--- src/rtl/mult_ctrl_if.sv ---
// rtl/mult_ctrl_if.sv - host handshake and adder-side signal bundle for mult_ctrl
interface mult_ctrl_if;
    logic        start;
    logic [7:0]  multiplier;
    logic [7:0]  multiplicand_in;
    logic        busy;
    logic        done;
    logic [15:0] product;
    logic [7:0]  add_a;
    logic [7:0]  add_b;
    logic        add_clr;
    logic [7:0]  add_sum;

    modport master (
        output start, multiplier, multiplicand_in, add_sum,
        input  busy, done, product, add_a, add_b, add_clr
    );

    modport slave (
        input  start, multiplier, multiplicand_in, add_sum,
        output busy, done, product, add_a, add_b, add_clr
    );
endinterface

--- src/rtl/mult_ctrl.sv ---
// rtl/mult_ctrl.sv - 8x8 shift-and-add multiplier sequencer driving a registered adder
// Optional: MULT_CTRL_ZERO_SKIP_EN bypasses the adder for zero multiplier bits.
module mult_ctrl #(
    parameter int ADD_LAT = 8
) (
    input  logic         clk,
    input  logic         res,
    mult_ctrl_if.slave   bus
);
    localparam logic [2:0] S_IDLE  = 3'd0;
    localparam logic [2:0] S_EVAL  = 3'd1;
    localparam logic [2:0] S_ADD   = 3'd2;
    localparam logic [2:0] S_SHIFT = 3'd3;
    localparam logic [2:0] S_DONE  = 3'd4;

    localparam logic [3:0] WAIT_INIT = 4'(ADD_LAT - 1);

    logic [2:0]  state;
    logic [7:0]  acc_hi;
    logic [7:0]  acc_lo;
    logic [7:0]  mcand;
    logic [2:0]  bitcnt;
    logic [3:0]  wait_cnt;
    logic        cy;
    logic [15:0] product_r;

    always_ff @(posedge clk) begin
        if (res) begin
            state     <= S_IDLE;
            acc_hi    <= 8'd0;
            acc_lo    <= 8'd0;
            mcand     <= 8'd0;
            bitcnt    <= 3'd0;
            wait_cnt  <= 4'd0;
            cy        <= 1'b0;
            product_r <= 16'd0;
        end else begin
            case (state)
                S_IDLE: begin
                    if (bus.start) begin
                        acc_hi <= 8'd0;
                        acc_lo <= bus.multiplier;
                        mcand  <= bus.multiplicand_in;
                        bitcnt <= 3'd0;
                        cy     <= 1'b0;
                        state  <= S_EVAL;
                    end
                end
                S_EVAL: begin
`ifdef MULT_CTRL_ZERO_SKIP_EN
                    if (!acc_lo[0]) begin
                        cy    <= 1'b0;
                        state <= S_SHIFT;
                    end else begin
                        wait_cnt <= WAIT_INIT;
                        state    <= S_ADD;
                    end
`else
                    wait_cnt <= WAIT_INIT;
                    state    <= S_ADD;
`endif
                end
                S_ADD: begin
                    // The adder has no carry-out: a wrapped sum is smaller than its addend.
                    if (wait_cnt == 4'd0) begin
                        acc_hi <= bus.add_sum;
                        cy     <= (bus.add_sum < bus.add_a);
                        state  <= S_SHIFT;
                    end else begin
                        wait_cnt <= wait_cnt - 4'd1;
                    end
                end
                S_SHIFT: begin
                    {acc_hi, acc_lo} <= {cy, acc_hi, acc_lo[7:1]};
                    cy <= 1'b0;
                    if (bitcnt == 3'd7) begin
                        product_r <= {cy, acc_hi, acc_lo[7:1]};
                        state     <= S_DONE;
                    end else begin
                        bitcnt <= bitcnt + 3'd1;
                        state  <= S_EVAL;
                    end
                end
                S_DONE: state <= S_IDLE;
                default: state <= S_IDLE;
            endcase
        end
    end

    assign bus.busy    = (state != S_IDLE);
    assign bus.done    = (state == S_DONE);
    assign bus.product = product_r;
    assign bus.add_a   = acc_hi;
    assign bus.add_b   = (state == S_ADD && acc_lo[0]) ? mcand : 8'd0;
`ifdef MULT_CTRL_ZERO_SKIP_EN
    assign bus.add_clr = res | (state == S_EVAL && acc_lo[0]);
`else
    assign bus.add_clr = res | (state == S_EVAL);
`endif
endmodule

--- src/flat_wrapper.sv ---
// flat-port wrapper written by rule: the top's interface ports become plain ports
module mult_ctrl_flat 
#(
    parameter int ADD_LAT = 8
)
  (clk, res, bus_start, bus_multiplier, bus_multiplicand_in, bus_add_sum, bus_busy, bus_done, bus_product, bus_add_a, bus_add_b, bus_add_clr);
  mult_ctrl_if bus_i ();
  input  logic clk;
  input  logic res;
  input wire logic [$bits(bus_i.start)-1:0] bus_start;
  input wire logic [$bits(bus_i.multiplier)-1:0] bus_multiplier;
  input wire logic [$bits(bus_i.multiplicand_in)-1:0] bus_multiplicand_in;
  input wire logic [$bits(bus_i.add_sum)-1:0] bus_add_sum;
  output wire logic [$bits(bus_i.busy)-1:0] bus_busy;
  output wire logic [$bits(bus_i.done)-1:0] bus_done;
  output wire logic [$bits(bus_i.product)-1:0] bus_product;
  output wire logic [$bits(bus_i.add_a)-1:0] bus_add_a;
  output wire logic [$bits(bus_i.add_b)-1:0] bus_add_b;
  output wire logic [$bits(bus_i.add_clr)-1:0] bus_add_clr;
  assign bus_i.start = bus_start;
  assign bus_i.multiplier = bus_multiplier;
  assign bus_i.multiplicand_in = bus_multiplicand_in;
  assign bus_i.add_sum = bus_add_sum;
  assign bus_busy = bus_i.busy;
  assign bus_done = bus_i.done;
  assign bus_product = bus_i.product;
  assign bus_add_a = bus_i.add_a;
  assign bus_add_b = bus_i.add_b;
  assign bus_add_clr = bus_i.add_clr;
  mult_ctrl #(.ADD_LAT(ADD_LAT)) u_core (.clk(clk), .res(res), .bus(bus_i));
endmodule
--- config.mk ---
export PLATFORM = sky130hd
export DESIGN_NAME = mult_ctrl_flat
export DESIGN_NICKNAME = d
export VERILOG_FILES = /design/src/rtl/mult_ctrl_if.sv /design/src/rtl/mult_ctrl.sv /design/src/flat_wrapper.sv
export SDC_FILE = /design/constraint.sdc
export NUM_CORES = 1
export LEC_CHECK = 0
export ABC_CLOCK_PERIOD_IN_PS = 1700
export CAP_MARGIN = 25
export CORE_UTILIZATION = 43
export DETAILED_ROUTE_END_ITERATION = 8
export PLACE_DENSITY = 0.72
export SLEW_MARGIN = 0
export SYNTH_ARGS = -nofsm -noshare
export SYNTH_HDL_FRONTEND = slang
export SYNTH_SLANG_ARGS = --single-unit
--- constraint.sdc ---
create_clock -name clk -period 1.7 [get_ports clk]
set_input_delay 0.34 -clock clk [delete_from_list [all_inputs] [get_ports clk]]
set_output_delay 0.34 -clock clk [all_outputs]
set_load 0.02 [all_outputs]
# --- Yosys cells after proc, flatten, opt, wreduce, memory -nomap -nowiden ---
# Cells that the tools add are included.
word_totals:
  memories: 0
  reg_bits: 51
  in_bits: 27
  mem_bits_rw: 0
  out_inout_bits: 35
  latchBits: 0
  mem_bits_ro: 0
op_classes:
  muxes: 18
  div: 0
  bitwise: 1
  n_addsub: 2
  shifts: 0
  n_lt_le_gt_ge: 1
  eq_ne: 9
  n_reduce_logical: 14
  multipliers: 0
ops:
  columns: ["op", "n"]
  rows:
  - ["8-bit 2-to-1 mux", 4]
  - ["8-bit case mux with 3 select lines", 1]
  - ["8-bit case mux with 2 select lines", 1]
  - ["3-bit 2-to-1 mux", 5]
  - ["3-bit case mux with 4 select lines", 1]
  - ["2-bit AND reduction", 5]
  - ["8-bit < comparator", 1]
  - ["4-bit case mux with 2 select lines", 1]
  - ["3-bit by 2-bit == test with 1-bit output (second input constant)", 2]
  - ["3-bit == test (second input constant)", 2]
  - ["2-bit != test (second input constant)", 3]
  - ["3-bit case mux with 2 select lines", 1]
  - ["3-bit AND reduction", 2]
  - ["3-bit nonzero test", 2]
  - ["4-bit logical NOT", 1]
  - ["4-bit 2-to-1 mux", 1]
  - ["2-bit nonzero test", 2]
  - ["4-bit by 1-bit subtractor with 4-bit output (second input constant)", 1]
  - ["3-bit by 1-bit adder with 3-bit output (second input constant)", 1]
  - ["3-bit by 1-bit == test with 1-bit output (second input constant)", 1]
  - ["3-bit logical NOT", 1]
  - ["1-bit case mux with 3 select lines", 1]
  - ["1-bit 2-to-1 mux", 2]
  - ["2-bit by 1-bit != test with 1-bit output (second input constant)", 1]
  - ["other kinds (2)", 2]

# --- Logic depth before layout (Yosys ltp) ---
# Gate-level depths: netlist of the first run.
depth:
  word_depth: 3
  ltp_mapped: 7
  depth_no_buf: 6

# --- Worst setup path after synthesis of the first run ---
# Ideal clock, no wire load.
synth_timing:
  kind: "register -> register"
  from: "register u_core.wait_cnt[0]"
  to: "register u_core.cy"
  path_slack_ns: -0.004
  arrival_ns: 1.616
  stages_incl_launch_ff: 8
  synth_period_minus_slack_ns: 1.704
  cell_sequence: "dfxtp_1 -> inv_1 -> ha_1 -> or3b_4 -> o311ai_4 -> buf_6 -> o211ai_2 -> o32ai_2"
synth_between:
  elab_chain_cells: 3
synth_rtl:
  columns: ["item", "line_no", "text"]
  rows:
  - ["start, declared", "mult_ctrl.sv:23", "logic [3:0] wait_cnt;"]
  - ["start signal, assigned", "mult_ctrl.sv:70", "wait_cnt <= wait_cnt - 4'd1;"]
  - ["4-bit logical NOT", "mult_ctrl.sv:65", "if (wait_cnt == 4'd0) begin"]
  - ["2-bit by 1-bit != test with 1-bit output (no line)", null, null]
  - ["3-bit AND reduction (no line)", null, null]
  - ["end signal, assigned", "mult_ctrl.sv:67", "cy <= (bus.add_sum < bus.add_a);"]
  - ["end, declared", "mult_ctrl.sv:24", "logic cy;"]
# Every way passes these cells.
# A chain may end at the register's enable or synchronous reset.

# --- Worst setup path in the final report of the first run ---
layout_timing:
  from: "register u_core.wait_cnt[1]"
  to: "register u_core.acc_hi[5] (netlist: u_core.bus.add_a[5])"
layout_between:
  elab_chain_cells: 3
layout_rtl:
  columns: ["item", "line_no", "text"]
  rows:
  - ["4-bit logical NOT", "mult_ctrl.sv:65", null]
  - ["2-bit by 1-bit != test with 1-bit output (no line)", null, null]
  - ["3-bit AND reduction (no line)", null, null]
  - ["end signal, assigned", "mult_ctrl.sv:66", "acc_hi <= bus.add_sum;"]
  - ["end signal, assigned", "mult_ctrl.sv:74", "{acc_hi, acc_lo} <= {cy, acc_hi, acc_lo[7:1]};"]
  - ["end, declared", "mult_ctrl.sv:19", "logic [7:0] acc_hi;"]
# Every way passes these cells.

==> metrics.yaml, run 1 <==
status: "finished, violations left"
violations: "negative setup slack"
multi_input_area_sq_um: 1330
dp.cells: 397
grt_use_total_pct: 22.6
htreeDepth: 2
core-area_sq_um: 5170
port_buffers: 61
drt_iter0_drc: 116
rsz0062_at_grt: "yes"
ctsHoldBuffers: 0
synthesis.area_sq_um: 2350
fmaxAchievable_mhz: 547
instances_no_fill: 417
final_core_util_pct: 68.3
fin_skew_ps: 4.44
drc_errors: 0
syn_nets: 293
ir_drop_v: 0.000568
setup_violations: 12
yosys.area.top_type_share_pct: 43.5
grt_pass1_wl_mm: 9.80
yosysTopAreaCell: "dfxtp_1"
p_leak_nw: 1.49
gp_congestion: 0.834
synth_edf_count: 0
io_pins: 62
synthFlopType: "dfxtp_1"
ys_seq_elements: 51
wl_mm: 6.20
area_delta_synth_final_pct: 50.7
period_share_pct: 108
fp.dieW_microns: 75.9
max_cap_violations: 0
nFillCells: 385
place_area_sq_um: 3180
grt_use_met1_pct: 30.7
ys_types: 42
fin_tns_setup_ps: -893
root_buffer: "clkbuf_8"
viasPerCell: 5.34
gr-usage-met3_pct: 3.57
cts.clk_slew.worst_paths_ps: 90
start_util_pct: 45.4
p_total_mw: 3.10
cts_buffers: 5
dp_hpwl_mm: 3.94
syn_area_per_cell_sq_um: 9.20
clock_latency_ps: 300
cts_tree: "built"
grt_pass1_vias: 2122
synth-async-reset-ratio_pct: 0
drt_pre_antenna_iters: 4
cp-start-kind: "register"
nets: 384
worstMarginPinSlew_ps: 414
die_h_microns: 75.9
powerDensity_nw_per_um2: 877
seq_area_frac_synth_pct: 43.5
final_area_sq_um: 3530
hold_violations: 0
vias: 2225
die-area_sq_um: 5760
rows: 26
antenna_found_initial: 0
netlist_instances: 255
n_antenna_cell: 0
r2r_slack_ps: -130
grt_max_degree: 21
arrival_ps: 2060
wl_per_cell_microns: 14.9
synthTopCellsByArea: "dfxtp_1, a22o_1, ha_1"
clockBufferDepth: 2
holdCritPathClass: "in2reg"
whs_ps: 416
layout_setup_ws_ps: -129
dp_slack_ps: -318
busiest_layer: "met2"
grt-ovfl-total: 0
slew_viol_final: 0
required_ps: 1930
crit_path_end_kind: "register"
ys_warn_count: 0
layout-drive-gt1-share_pct: 28.5
cts_sinks: 51
post-route-min-period_ps: 1830
timing_worst_setup_path_type: "reg2reg"
slew_headroom_pct: 72.4
regArea_sq_um: 1030
cp_max_fo: 5
grt.met2_usage_pct: 36.9
ant_nets: 0
==> path summary, 6_finish.rpt <==
kind                           start                  end  depth (start not counted)
setup / recovery  u_core.wait_cnt[1]  u_core.bus.add_a[5]                          8
setup reg to reg  u_core.wait_cnt[1]  u_core.bus.add_a[5]                          8
hold reg to reg      u_core.mcand[4]      u_core.mcand[4]                          2
hold / removal                   res      u_core.state[2]                          3
==> area by class of cell <==
class | instances | share of cell area [%]
multi-input combinational | 175 | 37.6
sequential | 51 | 29.1
timing repair buffer | 100 | 26.6
tap | 70 | 2.48
clock buffer | 6 | 2.34
inverter | 13 | 1.38
clock inverter | 2 | 0.460
==> cell usage in the layout (no fill, tap or decap), types with 4 or more instances in the layout <==
cell             Yosys  layout
dfxtp_1             51      46
clkdlybuf4s50_1      0      41
nand2_1             35      35
buf_4                4      30
a22o_1              16      16
a21oi_1             15      15
nor2_1              20      13
inv_1               13      11
ha_1                11      10
buf_6                1      10
a311oi_1             8       8
a22oi_1              8       8
a211oi_2             0       8
nor2_4               0       7
clkbuf_8             0       6
dlygate4sd2_1        0       6
buf_2                5       6
and3_1               8       5
o21a_1               4       4
dfxtp_2              0       4
==> power by group <==
| part | switching [mW] | internal, mW |
|---|---|---|
| clock network | 0.413 | 0.333 |
| logic | 0.465 | 0.499 |
| registers | 0.102 | 1.29 |
==> synthesized netlist by cell type, types with 2 or more instances <==
cell type,count
a211oi_1,10
a21oi_1,15
a22o_1,16
a22oi_1,8
a311oi_1,8
a31oi_1,3
and3_1,8
buf_1,2
buf_2,5
buf_4,4
clkbuf_1,5
dfxtp_1,51
ha_1,11
inv_1,13
mux2i_1,2
nand2_1,35
nand2b_1,3
nand3_1,3
nor2_1,20
nor2_2,2
nor3_1,3
o21a_1,4
o21ai_0,3
or3_1,3
==> cell families after synthesis <==
kind of cell    Yosys count  synth area share, %
buf+inv                  30                 6.03
compound gates           73                 24.1
simple gates             88                 19.6
flops                    51                 43.5
fa+ha+maj                11                 5.87
mux                       2                0.853
==> per-layer routing <==
metal  share of wire (%)  vias to the layer above
met5                   0                        -
met1                  48                     1058
met3                 3.2                        7
met2                  47                       49
li1                    -                     1111
met4                 1.1                        0
==> worst max-delay path, cell delays in order, from the launching register on <==
cell and delay [ps]:
dfxtp_2 330, inv_2 70, ha_4 130, or3b_4 390, o311ai_4 340, buf_6 170
buf_12 120, nor2_4 40, a211oi_2 150
==> flip-flops by register name, indices dropped and copies added (netlist names) <==
register and flops:
u_core.bus.add_a 8, u_core.bus.product 16, u_core.mcand 8, u_core.cy 1
u_core.state 3, u_core.bitcnt 3, u_core.wait_cnt 4, u_core.acc_lo 8
==> what timing repair did <==
| action | CTS | global route |
|---|---|---|
| gates cloned | 3 | 0 |
| pin swaps | 6 | 7 |
| buffers inserted | 6 | 4 |
| endpoints found under the setup margin | 32 | 26 |
| resized for setup | 81 | 26 |
Note: power is estimated with default switching activity, not from simulation.
==> inputs of run 2 (changes only) <==
- CAP_MARGIN: 25 -> 10
- GPL_ROUTABILITY_DRIVEN: not set -> 1
- PLACE_DENSITY: 0.72 -> 0.75
==> run 2 against run 1 <==
Compared with the run above: the flow still finishes with violations (negative setup slack); combinational power fell by 4.9%; power fell by 2.7%; count of clock-buffer cells in the layout is 1 higher; largest cell class unchanged; clock power shrank 2.7%; die area unchanged; highest routed layer unchanged.
==> metrics.yaml, run 2 (synthesized netlist as in run 1, its figures left out) <==
layout_setup_ws_ps: -143  # was -129 ps
nFillCells: 401  # was 385
drc_errors: 0  # unchanged
grt_use_total_pct: 22.9  # was 22.6%
cts_tree: "built"  # unchanged
r2r_cells: 8  # unchanged
whs_path_depth: 2  # was 3
dp_slack_ps: -268  # was -318 ps
final_core_util_pct: 66.3  # was 68.3%
powerDensity_nw_per_um2: 880  # was 877 nW/um^2
crit_path_end_kind: "register"  # unchanged
clock_latency_ps: 310  # was 300 ps
die-area_sq_um: 5760  # unchanged
cp_max_fo: 4  # was 5
wl_mm: 6.28  # was 6.20 mm
holdCritPathClass: "reg2reg"  # was in2reg
required_ps: 1920  # was 1930 ps
critical_path.reg2reg.endpoint: "u_core.bus.add_a[1]"  # was u_core.bus.add_a[5]
antenna_found_initial: 0  # unchanged
ant_nets: 0  # unchanged
rows: 26  # unchanged
die_h_microns: 75.9  # unchanged
mostFrequentLayoutCells: "dfxtp_1, clkdlybuf4s50_1, nand2_1, buf_4"  # was dfxtp_1, clkdlybuf4s50_1, nand2_1, buf_4, a22o_1
vias: 2243  # was 2225
violations: "negative setup slack"  # unchanged
fmaxAchievable_mhz: 543  # was 547 MHz
drt_iter0_drc: 126  # was 116
max_cap_violations: 0  # unchanged
grt_pass1_wl_mm: 9.83  # was 9.80 mm
worstMarginPinSlew_ps: 407  # was 414 ps
period_share_pct: 108  # about the same
r2r_start: "u_core.wait_cnt[0]"  # was u_core.wait_cnt[1]
htreeDepth: 2  # unchanged
place_area_sq_um: 3160  # was 3180 sq um
rsz0062_at_grt: "yes"  # unchanged
final_area_sq_um: 3430  # was 3530 sq um
cp-start-kind: "register"  # unchanged
status: "finished, violations left"  # unchanged
post-route-min-period_ps: 1840  # was 1830 ps
fin_skew_ps: 10.4  # was 4.44 ps
start_util_pct: 45.4  # unchanged
drt_pre_antenna_iters: 5  # was 4
dp_hpwl_mm: 3.94  # about the same
ctsHoldBuffers: 0  # unchanged
gp_congestion: 0.780  # was 0.834
p_leak_nw: 1.48  # was 1.49 nW
io_pins: 62  # unchanged
core-area_sq_um: 5170  # unchanged
grt_max_degree: 37  # was 21
arrival_ps: 2060  # about the same
ir_drop_v: 0.000482  # was 0.000568 V
fp.dieW_microns: 75.9  # unchanged
cts_sinks: 51  # unchanged
hold_path_end: "u_core.mcand[7]"  # was u_core.state[2]
timing_worst_setup_path_type: "reg2reg"  # unchanged
setup_violations: 9  # was 12
area_delta_synth_final_pct: 46.1  # was 50.7%
grt-ovfl-total: 0  # unchanged
grt_pass1_vias: 2153  # was 2122
viasPerCell: 5.42  # was 5.34
p_total_mw: 3.02  # was 3.10 mW
wl_per_cell_microns: 15.2  # was 14.9 microns
slew_viol_final: 0  # unchanged
regArea_sq_um: 1030  # about the same
port_buffers: 61  # unchanged
layout_commonest_cell: "dfxtp_1"  # unchanged
hold_start: "u_core.mcand[7]"  # was res
root_buffer: "clkbuf_8"  # unchanged
cts.clk_slew.worst_paths_ps: 90  # about the same
clockBufferDepth: 2  # unchanged
r2r_slack_ps: -140  # was -130 ps
whs_ps: 454  # was 416 ps
cts_buffers: 5  # unchanged
slew_headroom_pct: 72.2  # was 72.4%
hold_violations: 0  # unchanged
n_antenna_cell: 0  # unchanged
nets: 381  # was 384
layout-drive-gt1-share_pct: 24.1  # was 28.5%
multi_input_area_sq_um: 1240  # was 1330 sq um
largest_register_ff_count: 16  # unchanged
run 2: cell count changes in the layout (fill, tap and decap cells not counted), moves of 2 or more:
cell,delta
nor2_1,+3
buf_2,-3
dlygate4sd2_1,-3
buf_4,+4
and3_1,+2
a211oi_2,-6
nor2_4,-5
dlymetal6s2s_1,+2
buf_6,-2
and3_4,-2
a211oi_1,+6
run 2: report_power, final:
group	switching (mW)	total [mW]	internal, mW
clock	0.392	0.726	0.334
combinational	0.444	0.917	0.473
sequential	0.0876	1.37	1.29
run 2: how the worst max path moves through the flow:
stage / startpoint / endpoint / slack, ps
floorplan: u_core.wait_cnt[0] / u_core.cy / -4
global placement: res / bus_add_clr / -210
detailed placement: bus_start / u_core.bus.add_a[3] / -270
CTS: u_core.wait_cnt[0] / u_core.bus.add_a[3] / -60
global route: u_core.wait_cnt[0] / u_core.bus.add_a[1] / -190
finish: u_core.wait_cnt[0] / u_core.bus.add_a[1] / -140
run 2: per-layer routing:
| metal | vias to the layer above | GRT usage (%) | part of all wire, % |
|---|---|---|---|
| li1 | 1096 | - | - |
| met1 | 1070 | 29.3 | 45 |
| met2 | 65 | 38.2 | 48 |
| met3 | 12 | 4.76 | 4.9 |
| met4 | 0 | 8.02 | 1.9 |
| met5 | - | 0 | 0 |
run 2: what timing repair did:
action | CTS | global route
buffers inserted | 8 | 5
hold endpoints to repair | 0 | 0
resized for setup | 55 | 41
setup endpoints to repair | 22 | 42
gates cloned | 1 | 0
pin swaps | 1 | 5
run 2: area by class of cell:
cell class,instances,area share [%]
Multi-Input combinational cell,174,36.3
Tap cell,70,2.55
Timing Repair Buffer,98,27.0
Clock buffer,7,2.52
Clock inverter,1,0.255
Inverter,13,1.42
Sequential cell,51,30.0
run 2: worst max-delay path: stages (launching register included):
cell	delay (ps)
dfxtp_2	330
inv_2	70
ha_4	130
or3b_4	400
o311ai_4	310
buf_12	160
buf_8	110
nor2_2	40
a211oi_1	220
run 2: stage by stage:
stage,std cells,TNS [ps]
after global routing,414,-1380
final,414,-789
after global placement,393,-7320
after CTS,410,-409
after floorplan,255,-4.32
after detailed placement,393,-8320
==> inputs of run 3 (changes only) <==
- ABC_CLOCK_PERIOD_IN_PS: 1700 -> not set
- CORE_MARGIN: not set -> 3
==> run 3 against run 2 <==
Compared with the run above: sequential cell count stayed put; critical endpoint is now u_core.bus.add_a[4]; core utilization is 0.16 points higher; clock skew grew 4.8 ps; final area up 0.88%; global-route usage decreased by 1.9 points; largest power group unchanged; via count rose by 1.9%; the run still ends with negative setup slack left; register-to-register slack better by 70 ps; count of clock-buffer cells in the layout fell by 2; critical path type unchanged; final cell count rose by 0.97%; routed wire length increased by 2.3%; setup slack improved by 65 ps; combinational power decreased by 3.6%.
==> metrics.yaml, run 3 (synthesized netlist as in run 1, its figures left out) <==
clock_latency_ps: 330  # was 310 ps
clockBufferDepth: 2  # unchanged
final_core_util_pct: 66.4  # was 66.3%
status: "finished, violations left"  # unchanged
r2r_cells: 7  # was 8
slew_viol_final: 0  # unchanged
grt_max_degree: 25  # was 37
grt_pass1_vias: 2173  # was 2153
n_antenna_cell: 0  # unchanged
cts_sinks: 51  # unchanged
layout-drive-gt1-share_pct: 25.0  # was 24.1%
layout_setup_ws_ps: -77.4  # was -143 ps
cpMaxStageDelayCell: "or4b_4"  # was or3b_4
violations: "negative setup slack"  # unchanged
dp_hpwl_mm: 4.14  # was 3.94 mm
hold_violations: 0  # unchanged
worstMarginPinSlew_ps: 379  # was 407 ps
viasPerCell: 5.47  # was 5.42
path_cells: "buf_6 -> buf_4 -> or4b_4 -> o311ai_4 -> buf_12 -> nor2_1 -> a211oi_1"  # was inv_2 -> ha_4 -> or3b_4 -> o311ai_4 -> buf_12 -> buf_8 -> nor2_2 -> a211oi_1
cts.clk_slew.worst_paths_ps: 100  # was 90 ps
io_pins: 62  # unchanged
p_total_mw: 3.01  # was 3.02 mW
crit_path_end_kind: "register"  # unchanged
power.share.sequential_pct: 45.6  # was 45.5%
drt_pre_antenna_iters: 4  # was 5
port_buffers: 61  # unchanged
critPathLaunch: "u_core.state[1]"  # was u_core.wait_cnt[0]
htreeDepth: 2  # unchanged
max_cap_violations: 0  # unchanged
multi_input_area_sq_um: 1260  # was 1240 sq um
r2r_start: "u_core.state[1]"  # was u_core.wait_cnt[0]
setup_violations: 9  # unchanged
largest_register_ff_count: 16  # unchanged
cts_buffers: 5  # unchanged
regArea_sq_um: 1030  # about the same
layout_commonest_cell: "dfxtp_1"  # unchanged
antenna_found_initial: 0  # unchanged
rows: 26  # unchanged
cp_max_fo: 9  # was 4
power.switching_mw: 0.974  # was 0.923 mW
required_ps: 1930  # was 1920 ps
fp.dieW_microns: 79.9  # was 75.9 microns
mostFrequentLayoutCells: "dfxtp_1, clkdlybuf4s50_1, buf_4, nand2_1, nor2_1"  # was dfxtp_1, clkdlybuf4s50_1, nand2_1, buf_4
wl_mm: 6.43  # was 6.28 mm
holdCritPathClass: "reg2reg"  # unchanged
cp-start-kind: "register"  # unchanged
clock_power_share_pct: 25.1  # was 24.1%
die_h_microns: 79.9  # was 75.9 microns
ctsHoldBuffers: 0  # unchanged
fmaxAchievable_mhz: 563  # was 543 MHz
root_buffer: "clkbuf_8"  # unchanged
grt_use_total_pct: 21.0  # was 22.9%
wl_per_cell_microns: 15.4  # was 15.2 microns
drc_errors: 0  # unchanged
internal_power_mw: 2.04  # was 2.09 mW
ant_nets: 0  # unchanged
nets: 385  # was 381
vias: 2286  # was 2243
swShare_pct: 32.3  # was 30.6%
p_leak_nw: 1.47  # was 1.48 nW
post-route-min-period_ps: 1780  # was 1840 ps
rsz0062_at_grt: "yes"  # unchanged
ir_drop_v: 0.000707  # was 0.000482 V
nFillCells: 446  # was 401
period_share_pct: 105  # was 108%
gp_congestion: 0.834  # was 0.780
fin_skew_ps: 15.2  # was 10.4 ps
drt_iter0_drc: 108  # was 126
p_comb_share_pct: 29.3  # was 30.4%
grt_pass1_wl_mm: 10.4  # was 9.83 mm
slew_headroom_pct: 74.1  # was 72.2%
core-area_sq_um: 5200  # was 5170 sq um
max_stage_delay_ps: 500  # was 400 ps
cts_tree: "built"  # unchanged
timing_worst_setup_path_type: "reg2reg"  # unchanged
r2r_slack_ps: -80  # was -140 ps
arrival_ps: 2010  # was 2060 ps
endpoint: "u_core.bus.add_a[4]"  # was u_core.bus.add_a[1]
grt-ovfl-total: 0  # unchanged
start_util_pct: 45.1  # was 45.4%
die-area_sq_um: 6380  # was 5760 sq um
area_delta_synth_final_pct: 47.4  # was 46.1%
powerDensity_nw_per_um2: 871  # was 880 nW/um^2
critical_path.reg2reg.endpoint: "u_core.bus.add_a[4]"  # was u_core.bus.add_a[1]
## run 3: cell count changes in the layout (fill, tap and decap cells not counted), sizes merged
cell,change
buf,+3
clkbuf,-2
dlygate4sd2,+3
dlymetal6s2s,-3
inv,+2
nor2,+1
## run 3: cell type report
| class | count | area share [%] |
|---|---|---|
| clock inverters | 3 | 0.760 |
| flip-flops and latches | 51 | 29.8 |
| repair buffers | 101 | 27.1 |
| multi-input cells | 175 | 36.4 |
| clock buffers | 5 | 1.99 |
| inverters | 13 | 1.41 |
| well taps | 70 | 2.53 |
## run 3: how the worst min path moves through the flow
| stage | from | to | slack (ps) | cells past startpoint |
|---|---|---|---|---|
| CTS | u_core.mcand[5] | u_core.mcand[5] | 460 | 2 |
| global placement | u_core.mcand[0] | u_core.mcand[0] | 440 | 2 |
| floorplan | u_core.mcand[0] | u_core.mcand[0] | 430 | 2 |
| detailed placement | u_core.mcand[0] | u_core.mcand[0] | 450 | 2 |
| global route | u_core.mcand[5] | u_core.mcand[5] | 470 | 2 |
| finish | u_core.mcand[5] | u_core.mcand[5] | 460 | 2 |
## run 3: stage by stage
stage / cells / TNS (ps) / hold slack, ps / setup slack (ps) / area (sq um)
6_report: 418 / -233 / 459 / -77.4 / 3460
3_3_place_gp: 398 / -11390 / 440 / -343 / 3170
2_1_floorplan: 255 / -4.32 / 432 / -4.32 / 2350
4_1_cts: 415 / -629 / 459 / -107 / 3370
3_5_place_dp: 398 / -13000 / 445 / -417 / 3170
5_1_grt: 418 / -1070 / 473 / -136 / 3460
## run 3: critical path: cells and delay by family, from the launching register on
family	cells	cell delay, ps
AO/OA/AOI/OAI	2	350
buffers and inverters	3	430
flip-flops	1	370
AND/OR/NAND/NOR	2	540
## run 3: layer usage
layer  part of all wire [%]  vias to the layer above  GRT usage [%]
met4                    1.0                        0           6.93
li1                       -                     1112              -
met3                    5.7                        9           5.53
met5                      0                        -              0
met1                     44                     1095           26.8
met2                     50                       70           34.3
## run 3: power by group through the flow
stage / clock network, mW / registers, mW / logic, mW
6_report: 0.756 / 1.37 / 0.884
2_1_floorplan: 0 / 1.41 / 0.431
3_3_place_gp: 0 / 1.39 / 0.745
3_5_place_dp: 0 / 1.39 / 0.763
5_1_grt: 0.825 / 1.39 / 0.963
4_1_cts: 0.757 / 1.37 / 0.864
## run 3: repair_timing
item,in CTS,in global routing
pin swaps,3,3
gates resized for setup,64,27
gates cloned,2,0
setup endpoints to repair,44,45
hold endpoints to repair,0,0
setup buffers,7,4
==> edit, RTL diff (config.mk and constraints of run 2) <==
Build with the macro `MULT_CTRL_ZERO_SKIP_EN` defined.
--- a/src/rtl/mult_ctrl.sv
+++ b/src/rtl/mult_ctrl.sv
@@ -1,5 +1,7 @@
 // rtl/mult_ctrl.sv - 8x8 shift-and-add multiplier sequencer driving a registered adder
 // Optional: MULT_CTRL_ZERO_SKIP_EN bypasses the adder for zero multiplier bits.
+`define MULT_CTRL_ZERO_SKIP_EN
+
 module mult_ctrl #(
     parameter int ADD_LAT = 8
 ) (
Check against the original RTL: not equivalent (Yosys sat finds a counterexample within 4 cycles, from zero or initial values).
==> edit against run 2 <==
- the run still ends with setup timing left
- clock skew fell by 0.0022 ns
- utilization is 2.5 points lower
- sequential cell count unchanged
- final area grew 1.9%
- area after synthesis up 3.7%
- power rose by 7.9%
- setup slack improved by 0.14 ns
- wire length fell by 6.5%
- sequential share of layout area is 0.55 points lower
- fmax grew 8.0%
- critical endpoint is now bus_add_b[0]
- largest power group unchanged
- highest routed layer unchanged
==> edit: results (changes against run 2) <==
Route
  – Routed wire length: 5880 um (-6.5%)
  – DRT iter0 DRCs: 135 (+7.1%)
  – Met2 wire len: 2680 um (-11%)
  – WL met1: 2790 um (-2.2%)
  – Via-to-Cell Ratio: 5.13 (-5.2%)
  – Vias: 2321 (+3.5%)
  – Met3 WL: 362 um (+17%)

Layout
  – Fraction of layout instances using a drive strength above 1: 21.1% (-3.1 points)
  – Final net count: 417 (+9.4%)

Placement
  – Cell Count Post-Placement: 436 (+11%)
  – Detailed Place HPWL: 3960 um (+0.42%)
  – Setup slack at placement: -0.305 ns (-0.0371 ns)

STA
  – Least-Margin Pin Slew: 0.530 ns (+0.122 ns)
  – Final setup violation count: 8 (-1)
  – WHS: 0.359 ns (-0.0955 ns)
  – Worst Slack Setup Final: -0.00671 ns (+0.136 ns)

Setup path
  – Worst EP arrival: 1.37 ns (-0.69 ns)
  – Critical Path Sink: bus_add_b[0]
  – Kind of critical path: reg -> out
  – Reg2reg setup slack: 0.05 ns (+0.19 ns)
  – Crit path from: u_core.state[2]
  – Crit-path slowest cell: dfxtp_2
  – Worst reg2reg path startpoint: u_core.state[1]
  – Crit path max-delay family: simple AND/OR/NAND/NOR gates
  – Crit path max fanout: 8 (+4)
  – Reg2reg end: u_core.bus.add_a[0]
  – Worst reg2reg path depth: 7 (-1)

Synthesis
  – Top cells by area, synth: dfxtp_1 (42%), nand2_1 (10%), mux2i_1 (7.0%)
  – Most instantiated cells after synthesis: nand2_1 (66), dfxtp_1 (51), nor2_1 (39)
  – Sequential share of the synthesized area: 42.0% (-1.6 points)

Power
  – Switching power share of the total: 30.7% (+0.078 points)
  – Logic power comb: 999 uW (+8.9%)
  – Worst VDD drop: 0.443 mV (-8.1%)
  – Internal power: 2260 uW (+7.8%)

Min path
  – Worst hold path class: in -> reg
  – Hold Crit Depth: 4 (+2)

Global routing
  – Pin count of the biggest net entering global routing: 51 (+38%)
  – Met3 Resource Use GR: 4.05% (-0.71 points)
  – Vias in the first global route: 2137 (-0.74%)
  – First-pass GRT wire length: 9650 um (-1.8%)
  – Gr usage total: 19.7% (-3.2 points)
  – M2 GR Usage: 32.8% (-5.4 points)

Status
  – Status: complete, but fails checks
  – Failing checks: setup timing
[edit: area by class of cell]
class | count | area share, %
Clock buffer | 5 | 1.97
Tap cell | 72 | 2.58
Inverter | 13 | 1.40
Multi-Input combinational cell | 214 | 38.3
Clock inverter | 3 | 1.33
Sequential cell | 51 | 29.5
Timing Repair Buffer | 94 | 25.0
[edit: cell families (layout without fill, tap and decap cells)]
family / Yosys count / in the layout / share of synthesized area (%)
AND/OR/NAND/NOR: 135 / 135 / 25.3
flip-flops: 51 / 51 / 42.0
AO/OA/AOI/OAI: 47 / 47 / 12.3
buffers and inverters: 33 / 115 / 6.17
multiplexers: 18 / 18 / 7.45
adder cells (fa/ha/maj): 11 / 11 / 5.66
XOR/XNOR: 3 / 3 / 1.08
[edit: repair_timing]
action / in CTS / in global routing
buffers inserted: 3 / 4
pin swaps: 9 / 6
gates cloned: 0 / 1
endpoints found under the setup margin: 27 / 38
resized for setup: 94 / 9
